[config.mk]
export PLATFORM = sky130hd
export DESIGN_NAME = sys_bus_arbiter
export DESIGN_NICKNAME = d
export VERILOG_FILES = /design/src/rtl/sys_bus_arbiter.sv
export SDC_FILE = /design/constraint.sdc
export NUM_CORES = 1
export LEC_CHECK = 0
export CORE_AREA = 3 3 281 283
export CTS_CLUSTER_DIAMETER = 100
export DETAILED_ROUTE_END_ITERATION = 12
export DIE_AREA = 0 0 284 286
export PLACE_DENSITY_LB_ADDON = 0.12
export SLEW_MARGIN = 10
export SYNTH_ARGS = -nofsm -noshare
export SYNTH_HDL_FRONTEND = slang
export SYNTH_SLANG_ARGS = --single-unit
[constraint.sdc]
create_clock -name clock_i -period 8.6 [get_ports clock_i]
set_input_delay 2.58 -clock clock_i [delete_from_list [all_inputs] [get_ports clock_i]]
set_output_delay 2.58 -clock clock_i [all_outputs]
set_load 0.05 [all_outputs]
[src/rtl/sys_bus_arbiter.sv]
// sys_bus_arbiter: round-robin bridge from NUM_HOST hosts to NUM_DEVICE
// base/mask-decoded devices; one transaction in flight, decode/timeout errors.
//
// Ports:
//   clock_i, reset_n_i            clock, async active-low reset
//   host_rw_address_i/_write_data_i/_write_strobe_i
//                                 per-host request payload (32/32/4 bits each)
//   host_read_request_i/_write_request_i
//                                 per-host level requests, held until response
//   host_read_data_o              per-host read data, valid with read response
//   host_read_response_o/_write_response_o
//                                 per-host 1-cycle completion pulses
//   host_error_o                  per-host error flag, valid with response
//   device_rw_address_o/_write_data_o/_write_strobe_o
//                                 registered payload, broadcast to all devices
//   device_read_request_o/_write_request_o
//                                 1-cycle pulse to the selected device
//   device_read_data_i/_read_response_i/_write_response_i
//                                 per-device read data and done pulses
//   addr_base, addr_mask          static per-device decode window
module sys_bus_arbiter #(
    parameter int NUM_HOST       = 2,
    parameter int NUM_DEVICE     = 3,
    parameter int TIMEOUT_CYCLES = 255
) (
    input  logic                     clock_i,
    input  logic                     reset_n_i,
    input  logic [NUM_HOST*32-1:0]   host_rw_address_i,
    input  logic [NUM_HOST*32-1:0]   host_write_data_i,
    input  logic [NUM_HOST*4-1:0]    host_write_strobe_i,
    input  logic [NUM_HOST-1:0]      host_read_request_i,
    input  logic [NUM_HOST-1:0]      host_write_request_i,
    output logic [NUM_HOST*32-1:0]   host_read_data_o,
    output logic [NUM_HOST-1:0]      host_read_response_o,
    output logic [NUM_HOST-1:0]      host_write_response_o,
    output logic [NUM_HOST-1:0]      host_error_o,
    output logic [NUM_DEVICE*32-1:0] device_rw_address_o,
    output logic [NUM_DEVICE*32-1:0] device_write_data_o,
    output logic [NUM_DEVICE*4-1:0]  device_write_strobe_o,
    output logic [NUM_DEVICE-1:0]    device_read_request_o,
    output logic [NUM_DEVICE-1:0]    device_write_request_o,
    input  logic [NUM_DEVICE*32-1:0] device_read_data_i,
    input  logic [NUM_DEVICE-1:0]    device_read_response_i,
    input  logic [NUM_DEVICE-1:0]    device_write_response_i,
    input  logic [NUM_DEVICE*32-1:0] addr_base,
    input  logic [NUM_DEVICE*32-1:0] addr_mask
);

    localparam int HW = (NUM_HOST > 1) ? $clog2(NUM_HOST) : 1;
    localparam int DW = (NUM_DEVICE > 1) ? $clog2(NUM_DEVICE) : 1;
    localparam int CW = (TIMEOUT_CYCLES > 0) ? $clog2(TIMEOUT_CYCLES + 1) : 1;
    localparam logic [CW-1:0] TO_LAST =
        CW'((TIMEOUT_CYCLES > 0) ? TIMEOUT_CYCLES - 1 : 0);
    localparam logic [HW-1:0] LAST_HOST = HW'(NUM_HOST - 1);

    typedef enum logic [1:0] {
        S_IDLE,
        S_ISSUE,
        S_WAIT,
        S_RESP
    } state_t;

    state_t                  state_q, state_d;
    logic [HW-1:0]           last_q, last_d;
    logic [HW-1:0]           gnt_q, gnt_d;
    logic [DW-1:0]           sel_q, sel_d;
    logic                    rd_q, rd_d;
    logic                    wr_q, wr_d;
    logic [31:0]             addr_q, addr_d;
    logic [31:0]             wdata_q, wdata_d;
    logic [3:0]              strb_q, strb_d;
    logic [CW-1:0]           cnt_q, cnt_d;
    logic [NUM_DEVICE-1:0]   dreq_rd_q, dreq_rd_d;
    logic [NUM_DEVICE-1:0]   dreq_wr_q, dreq_wr_d;
    logic [NUM_HOST-1:0]     hresp_rd_q, hresp_rd_d;
    logic [NUM_HOST-1:0]     hresp_wr_q, hresp_wr_d;
    logic [NUM_HOST-1:0]     herr_q, herr_d;
    logic [NUM_HOST*32-1:0]  hdata_q, hdata_d;

    logic [NUM_HOST-1:0]     host_req;
    logic                    any_req;
    logic [HW-1:0]           pick;
    logic [31:0]             g_addr;
    logic                    g_rd;
    logic                    g_wr;
    logic                    hit;
    logic [DW-1:0]           dsel;

    assign host_req = host_read_request_i | host_write_request_i;

    // First requester after the previous grant, wrapping around.
    always_comb begin
        any_req = 1'b0;
        pick    = '0;
        for (int i = 0; i < NUM_HOST; i++) begin
            if (!any_req && host_req[(int'(last_q) + 1 + i) % NUM_HOST]) begin
                any_req = 1'b1;
                pick    = HW'((int'(last_q) + 1 + i) % NUM_HOST);
            end
        end
    end

    assign g_addr = host_rw_address_i[int'(pick)*32 +: 32];
    assign g_rd   = host_read_request_i[pick];
    assign g_wr   = host_write_request_i[pick];

    // Descending scan so the lowest matching index is left selected.
    always_comb begin
        hit  = 1'b0;
        dsel = '0;
        for (int j = NUM_DEVICE - 1; j >= 0; j--) begin
            if ((g_addr & addr_mask[j*32 +: 32]) == addr_base[j*32 +: 32]) begin
                hit  = 1'b1;
                dsel = DW'(j);
            end
        end
    end

    always_comb begin
        state_d    = state_q;
        last_d     = last_q;
        gnt_d      = gnt_q;
        sel_d      = sel_q;
        rd_d       = rd_q;
        wr_d       = wr_q;
        addr_d     = addr_q;
        wdata_d    = wdata_q;
        strb_d     = strb_q;
        cnt_d      = cnt_q;
        dreq_rd_d  = '0;
        dreq_wr_d  = '0;
        hresp_rd_d = '0;
        hresp_wr_d = '0;
        herr_d     = '0;
        hdata_d    = '0;
        unique case (state_q)
            S_IDLE: begin
                if (any_req) begin
                    gnt_d   = pick;
                    last_d  = pick;
                    sel_d   = dsel;
                    rd_d    = g_rd;
                    wr_d    = g_wr;
                    addr_d  = g_addr;
                    wdata_d = host_write_data_i[int'(pick)*32 +: 32];
                    strb_d  = host_write_strobe_i[int'(pick)*4 +: 4];
                    if (!hit || (g_rd && g_wr)) begin
                        hresp_rd_d[pick] = g_rd;
                        hresp_wr_d[pick] = g_wr;
                        herr_d[pick]     = 1'b1;
                        state_d          = S_RESP;
                    end else begin
                        dreq_rd_d[dsel] = g_rd;
                        dreq_wr_d[dsel] = g_wr;
                        state_d         = S_ISSUE;
                    end
                end
            end
            S_ISSUE: begin
                cnt_d   = '0;
                state_d = S_WAIT;
            end
            S_WAIT: begin
                // A response landing with the timeout takes precedence.
                if (rd_q && device_read_response_i[sel_q]) begin
                    hresp_rd_d[gnt_q] = 1'b1;
                    hdata_d[int'(gnt_q)*32 +: 32] =
                        device_read_data_i[int'(sel_q)*32 +: 32];
                    state_d = S_RESP;
                end else if (wr_q && device_write_response_i[sel_q]) begin
                    hresp_wr_d[gnt_q] = 1'b1;
                    state_d           = S_RESP;
                end else if (TIMEOUT_CYCLES > 0) begin
                    if (cnt_q == TO_LAST) begin
                        hresp_rd_d[gnt_q] = rd_q;
                        hresp_wr_d[gnt_q] = wr_q;
                        herr_d[gnt_q]     = 1'b1;
                        state_d           = S_RESP;
                    end else begin
                        cnt_d = cnt_q + CW'(1);
                    end
                end
            end
            S_RESP: begin
                state_d = S_IDLE;
            end
            default: state_d = S_IDLE;
        endcase
    end

    always_ff @(posedge clock_i or negedge reset_n_i) begin
        if (!reset_n_i) begin
            state_q    <= S_IDLE;
            last_q     <= LAST_HOST;
            gnt_q      <= '0;
            sel_q      <= '0;
            rd_q       <= 1'b0;
            wr_q       <= 1'b0;
            addr_q     <= '0;
            wdata_q    <= '0;
            strb_q     <= '0;
            cnt_q      <= '0;
            dreq_rd_q  <= '0;
            dreq_wr_q  <= '0;
            hresp_rd_q <= '0;
            hresp_wr_q <= '0;
            herr_q     <= '0;
            hdata_q    <= '0;
        end else begin
            state_q    <= state_d;
            last_q     <= last_d;
            gnt_q      <= gnt_d;
            sel_q      <= sel_d;
            rd_q       <= rd_d;
            wr_q       <= wr_d;
            addr_q     <= addr_d;
            wdata_q    <= wdata_d;
            strb_q     <= strb_d;
            cnt_q      <= cnt_d;
            dreq_rd_q  <= dreq_rd_d;
            dreq_wr_q  <= dreq_wr_d;
            hresp_rd_q <= hresp_rd_d;
            hresp_wr_q <= hresp_wr_d;
            herr_q     <= herr_d;
            hdata_q    <= hdata_d;
        end
    end

    assign host_read_data_o       = hdata_q;
    assign host_read_response_o   = hresp_rd_q;
    assign host_write_response_o  = hresp_wr_q;
    assign host_error_o           = herr_q;
    assign device_rw_address_o    = {NUM_DEVICE{addr_q}};
    assign device_write_data_o    = {NUM_DEVICE{wdata_q}};
    assign device_write_strobe_o  = {NUM_DEVICE{strb_q}};
    assign device_read_request_o  = dreq_rd_q;
    assign device_write_request_o = dreq_wr_q;

endmodule

### After elaboration in Yosys (flattened, before gate mapping)

Index checks and enable logic that the tools add are counted.
W data, S select, Z words.

* bits in registers: 160
* latch bits: 0
* RAM bits: 0
* ROM bits: 0
* input port bits: 436
* output and inout bits: 280
* word-level logic and storage cells: 141
* memories kept: 0

* $add $sub $neg: 4
* multiply operators: 0
* divide/modulo/power cells: 0
* order comparisons: 9
* equality and inequality tests: 12
* shifts and indexed selects: 6
* muxes and demuxes: 66
* bitwise logic cells: 13
* reductions and logical operators: 15

Operators with widths (count)
* $mux W64: 2
* $shiftx A64 B7 Y32: 2
* $and A32 B32 Y32: 3
* $eq A32 B32 Y1: 3
* $shiftx A96 B8 Y32: 1
* $and A64 B64 Y64: 1
* $shift A32 B33 Y64 const A: 1
* $shiftx A32 B33 Y64: 1
* $mux W2: 23
* $neg A6 Y33: 1
* $mux W8: 3
* $mux W1: 22
* $mux W3: 6
* $pmux W8 S2: 1
* $lt A2 B3 Y1 const B: 4
* $pmux W2 S2: 3
* $add A8 B1 Y8 const B: 1
* $and A2 B2 Y2: 4
* $eq A8 B8 Y1 const B: 1
* $ne A2 B2 Y1 const B: 4
* $pmux W2 S4: 1
* $shiftx A8 B4 Y4: 1
* $logic_and A1 B1 Y1: 7
* $and A3 B3 Y3: 2
* 18 further kinds: 27

### Depth between registers and ports, before layout

* depth in word-level cells: 23
* gate-level depth with buffers: 13
* mapped depth without buffers: 9

### Worst setup path after synthesis

OpenSTA, ideal clock, no wires.

* path kind: input-to-reg
* from: in host_read_request_i[0]
* to: reg sel_q[1]
* setup time: 0.125 ns
* arrival: 5.167 ns
* data required time: 8.475 ns
* path slack: 3.309 ns
* cell stages on the path: 11
* buffers on the path: 2
* path through: buf_2 o21a_4 buf_6 o211ai_4 nand2_2 a2111oi_2 or4b_1 or4_1 nand4b_4 o211a_1 mux2_2

* cells in the longest elaborated chain, start to end: 14

RTL lines
* start, declared: RTL line 31 `input logic [NUM_HOST-1:0] host_read_request_i,`
* $or A2 B2 Y2 (*): RTL line 89 `assign host_req = host_read_request_i | host_write_request_i;`
* $mux W1 (implied by the code) (3 in a row): RTL line 96 `if (!any_req && host_req[(int'(last_q) + 1 + i) % NUM_HOST]) begin`
* $mux W1: RTL line 96
* $logic_not A1 Y1: RTL line 96
* $logic_and A1 B1 Y1: RTL line 96
* $mux W1: RTL line 96
* $shiftx A64 B7 Y32: RTL line 103 `assign g_addr = host_rw_address_i[int'(pick)*32 +: 32];`
* $and A32 B32 Y32: RTL line 112 `if ((g_addr & addr_mask[j*32 +: 32]) == addr_base[j*32 +: 32]) begin`
* $eq A32 B32 Y1: RTL line 112
* $mux W2 (3 in a row): RTL line 112
* end signal, assigned: RTL line 213 `sel_q <= sel_d;`
* end, declared: RTL line 66 `logic [DW-1:0] sel_q, sel_d;`

Mark *: on every way between the ends. The rest lies on a longest branch, timed or not. The select of a mux whose other input is x is not followed.
A chain may end at the register's enable or synchronous reset.

### Worst setup path in the final report

* from: in host_write_request_i[0]
* to: reg sel_q[1]

* cells in the longest elaborated chain, start to end: 14

RTL lines
* start, declared: RTL line 32 `input logic [NUM_HOST-1:0] host_write_request_i,`
* $or A2 B2 Y2 (*): RTL line 89
* $mux W1 (implied by the code) (3 in a row): RTL line 96
* $mux W1: RTL line 96
* $logic_not A1 Y1: RTL line 96
* $logic_and A1 B1 Y1: RTL line 96
* $mux W1: RTL line 96
* $shiftx A64 B7 Y32: RTL line 103
* $and A32 B32 Y32: RTL line 112
* $eq A32 B32 Y1: RTL line 112
* $mux W2 (3 in a row): RTL line 112

Marks and branches as above.

==> impl_metrics.yaml <==
outcome:
  status: "completed"
route:
  viasPerCell: 4.06
  final_antenna_net_count: 0
  dr.first_iter.drc_count: 627
  routed_wirelength_um: 68100
  firstDrtPassIters: 5
  route.vias.total: 11200
  routedWlPerCell_um: 24.6
  drc_errors: 0
final_layout:
  mostFrequentLayoutCells: "710 x clkdlybuf4s50_1, 175 x nand2_1, 158 x dfrtp_1"
  fin_cells: 2765
  drive_above_1_share_pct: 5.92
  fillCellCount: 8440
  final_common_cell: "clkdlybuf4s50_1"
  synthToLayoutAreaGrowth_pct: 76.5
  finalNetCount: 2152
synth:
  async_reset_ff_share_pct: 100
  synth_edf_count: 0
  ys.warnings.count: 0
  yosysSeqAreaShare_pct: 39.0
  synthAdderAreaFrac_pct: 0.608
  netlist_area_um2: 10300
  synth-compound-area-share_pct: 22.3
  synth_mux_area_share_pct: 4.16
  synth_flop_cell: "dfrtp_1"
  syn-num-nets: 1611
  synthCells: 1170
  syn_area_per_cell_um2: 8.79
  ys_types: 71
  synth_top_family_by_area: "compound AO/OA/AOI/OAI gates"
  synth_xor_area_share_pct: 1.79
  ys_seq_elements: 160
  synth_simple_gate_area_share_pct: 18.5
clock_network:
  htreeDepth: 4
  ctsLongestPathBuffers: 2
  clk_latency_ps: 480
  cts-root-buf: "clkbuf_16"
  clk_pin_slew_ps: 70
  cts_tree: "yes"
  cts_resized: 0
  cts_buffers: 17
  cts.sinks: 160
  holdBufCountCts: 0
  cts_setup_buffers: 0
timing:
  clock_skew_ps: 12.1
  fmax_mhz: 163
  relSlewSlack_pct: 16.0
  timing.final.crit_share_pct: 71.5
  worst_slack_ps: 2450
  finalSetupViolations: 0
  fin_crit_ps: 6150
  finalSetupTns_ps: 0
  tightest_slew_ps: 1250
  finalHoldViolCount: 0
  maxSlewViolCount: 0
  grt_setup_unrepaired: "false"
floorplan:
  row_count: 102
  core-area_um2: 77000
  dieWidth_um: 284
  dieArea_um2: 81200
  io_pins: 716
  start_util_pct: 13.4
  die_h_um: 286
worst_hold_path:
  whs_path_depth: 1
  hp-class: "flop to flop"
worst_setup_path:
  crit_path_top_delay_cell: "buf_2"
  cp_max_fo: 34
  worstPathArrival_ps: 6510
  max_stage_delay_ps: 560
  cp_num_cells: 9
  worst-endpoint-required_ps: 8960
  critical_path.cell_chain: "buf_2, o21a_4, o211ai_1, a32o_1, or4_1, or4_1, nand4b_4, o211a_1, mux2_2"
  crit_family: "compound AO/OA/AOI/OAI gates"
  critPathBufInv: 1
  critPathKind: "input pin to flop"
  r2r_slack_ps: 4300
  cp_common_cell: "or4_1"
  cp-start-kind: "input pin"
  end_kind: "flop"
  rr_worst_depth: 9
place:
  port_buffers: 715
  hpwlAfterDp_um: 56700
  dpl.cell_count: 2732
  preCtsSetupSlack_ps: 2010
  routabilityCongestion: 0.888
power:
  pwr-share-comb_pct: 66.7
  p_int_mw: 2.77
  p_seq_share_pct: 19.5
  p_leak_nw: 7.09
  ir_worst_vdd_mv: 0.204
  p_sw_mw: 3.41
  p_clk_share_pct: 13.7
  swShare_pct: 55.2
  p_per_area_nw_per_um2: 341
grt:
  grt_max_degree: 100
  grt_pass1_vias: 11800
  grt_pass1_wl_um: 93200
  overflow: 0
  track_usage_pct: 16.2
  antenna_found_initial: 11
flow_run:
  max_cap_violations: 0
[kinds of logic (layout without fill, tap and decap cells)]
family,count (synthesis),count (layout)
flops,160,160
simple gates,413,413
other cells,0,1
compound gates,307,307
xor+xnor,21,21
mux,42,42
buf+inv,222,776
fa+ha+maj,5,5
[sequential cells by signal (all words and copies together) (netlist names)]
signal,cells
host_read_data_o,64
device_write_request_o,3
last_q,1
host_write_response_o,2
host_error_o,2
host_read_response_o,2
strb_q,4
wdata_q,32
rd_q,1
addr_q,32
state_q,2
device_read_request_o,3
wr_q,1
sel_q,2
cnt_q,8
gnt_q,1
[power groups by stage]
stage | clock (mW) | combinational [mW] | sequential, mW
2_1_floorplan | 0 | 2.28 | 1.82
3_3_place_gp | 0 | 4.19 | 1.23
3_5_place_dp | 0 | 4.17 | 1.24
4_1_cts | 0.884 | 4.18 | 1.23
5_1_grt | 0.911 | 4.29 | 1.25
6_report | 0.848 | 4.12 | 1.21
[stage by stage]
stage / hold WS, ps / area [µm²] / power, mW / utilization [%]
floorplan: 472 / 10300 / 4.10 / -
CTS: 542 / 18100 / 6.29 / 23.6
detailed placement: 523 / 17500 / 5.41 / 22.8
global placement: 520 / 17500 / 5.42 / 22.8
finish: 537 / 18100 / 6.18 / 23.6
global route: 563 / 18100 / 6.46 / 23.6
[cells in the mapped netlist, drive strengths merged (3+ instances only)]
| library cell | count | area, µm² |
|---|---|---|
| a21boi | 6 | 45.0 |
| a21oi | 42 | 210 |
| a221oi | 4 | 35.0 |
| a22o | 76 | 666 |
| a22oi | 14 | 105 |
| a2bb2oi | 3 | 26.3 |
| a32o | 3 | 30.0 |
| and2 | 5 | 31.3 |
| and3 | 3 | 18.8 |
| buf | 158 | 1160 |
| clkbuf | 49 | 186 |
| dfrtp | 159 | 3980 |
| ha | 5 | 62.6 |
| inv | 15 | 56.3 |
| mux2 | 6 | 67.6 |
| mux2i | 36 | 360 |
| nand2 | 176 | 663 |
| nand2b | 3 | 18.8 |
| nand3 | 10 | 50.1 |
| nand3b | 3 | 22.5 |
| nand4 | 8 | 50.1 |
| nor2 | 141 | 537 |
| nor2b | 7 | 43.8 |
| nor3 | 4 | 20.0 |
| nor4 | 7 | 43.8 |
| o2111ai | 4 | 35.0 |
| o211a | 3 | 30.0 |
| o211ai | 63 | 527 |
| o21a | 4 | 37.5 |
| o21ai | 44 | 220 |
| o221ai | 3 | 26.3 |
| o22a | 4 | 35.0 |
| o22ai | 16 | 100 |
| o2bb2ai | 4 | 35.0 |
| or2 | 3 | 18.8 |
| or3b | 29 | 254 |
| or4 | 6 | 48.8 |
| xnor2 | 12 | 105 |
| xor2 | 9 | 78.8 |
[metal layers]
metal | wire (µm) | vias up | global-route usage (%) | share of wire, %
met2 | 34900 | 532 | 29.4 | 51
met1 | 26000 | 5503 | 17.6 | 38
li1 | - | 5112 | - | -
met3 | 4740 | 70 | 4.77 | 7.0
met4 | 2430 | 8 | 6.44 | 3.6
met5 | 69 | - | 0 | 0.10
[final timing paths]
kind,to,start
worst max-delay path,sel_q[1]$_DFFE_PN0P_,host_write_request_i[0]
min in group asynchronous,host_read_data_o[36]$_DFF_PN0_,reset_n_i
worst max register to register,sel_q[1]$_DFFE_PN0P_,last_q$_DFFE_PN1P_
worst min register to register,wr_q$_DFFE_PN0P_,wr_q$_DFFE_PN0P_
max in group asynchronous,host_read_data_o[4]$_DFF_PN0_,reset_n_i
worst min-delay path,wr_q$_DFFE_PN0P_,wr_q$_DFFE_PN0P_
[layout make-up]
| type | count | area (µm²) | area share, % |
|---|---|---|---|
| antenna | 1 | 2.50 | 0.0138 |
| clock buffer | 18 | 429 | 2.36 |
| clock inverter | 14 | 195 | 1.08 |
| inverter | 15 | 56.3 | 0.310 |
| multi-input combinational | 788 | 4910 | 27.1 |
| sequential | 160 | 4010 | 22.1 |
| tap | 1040 | 1300 | 7.17 |
| timing repair buffer | 729 | 7250 | 39.9 |
(Power assumes the default switching activity.)
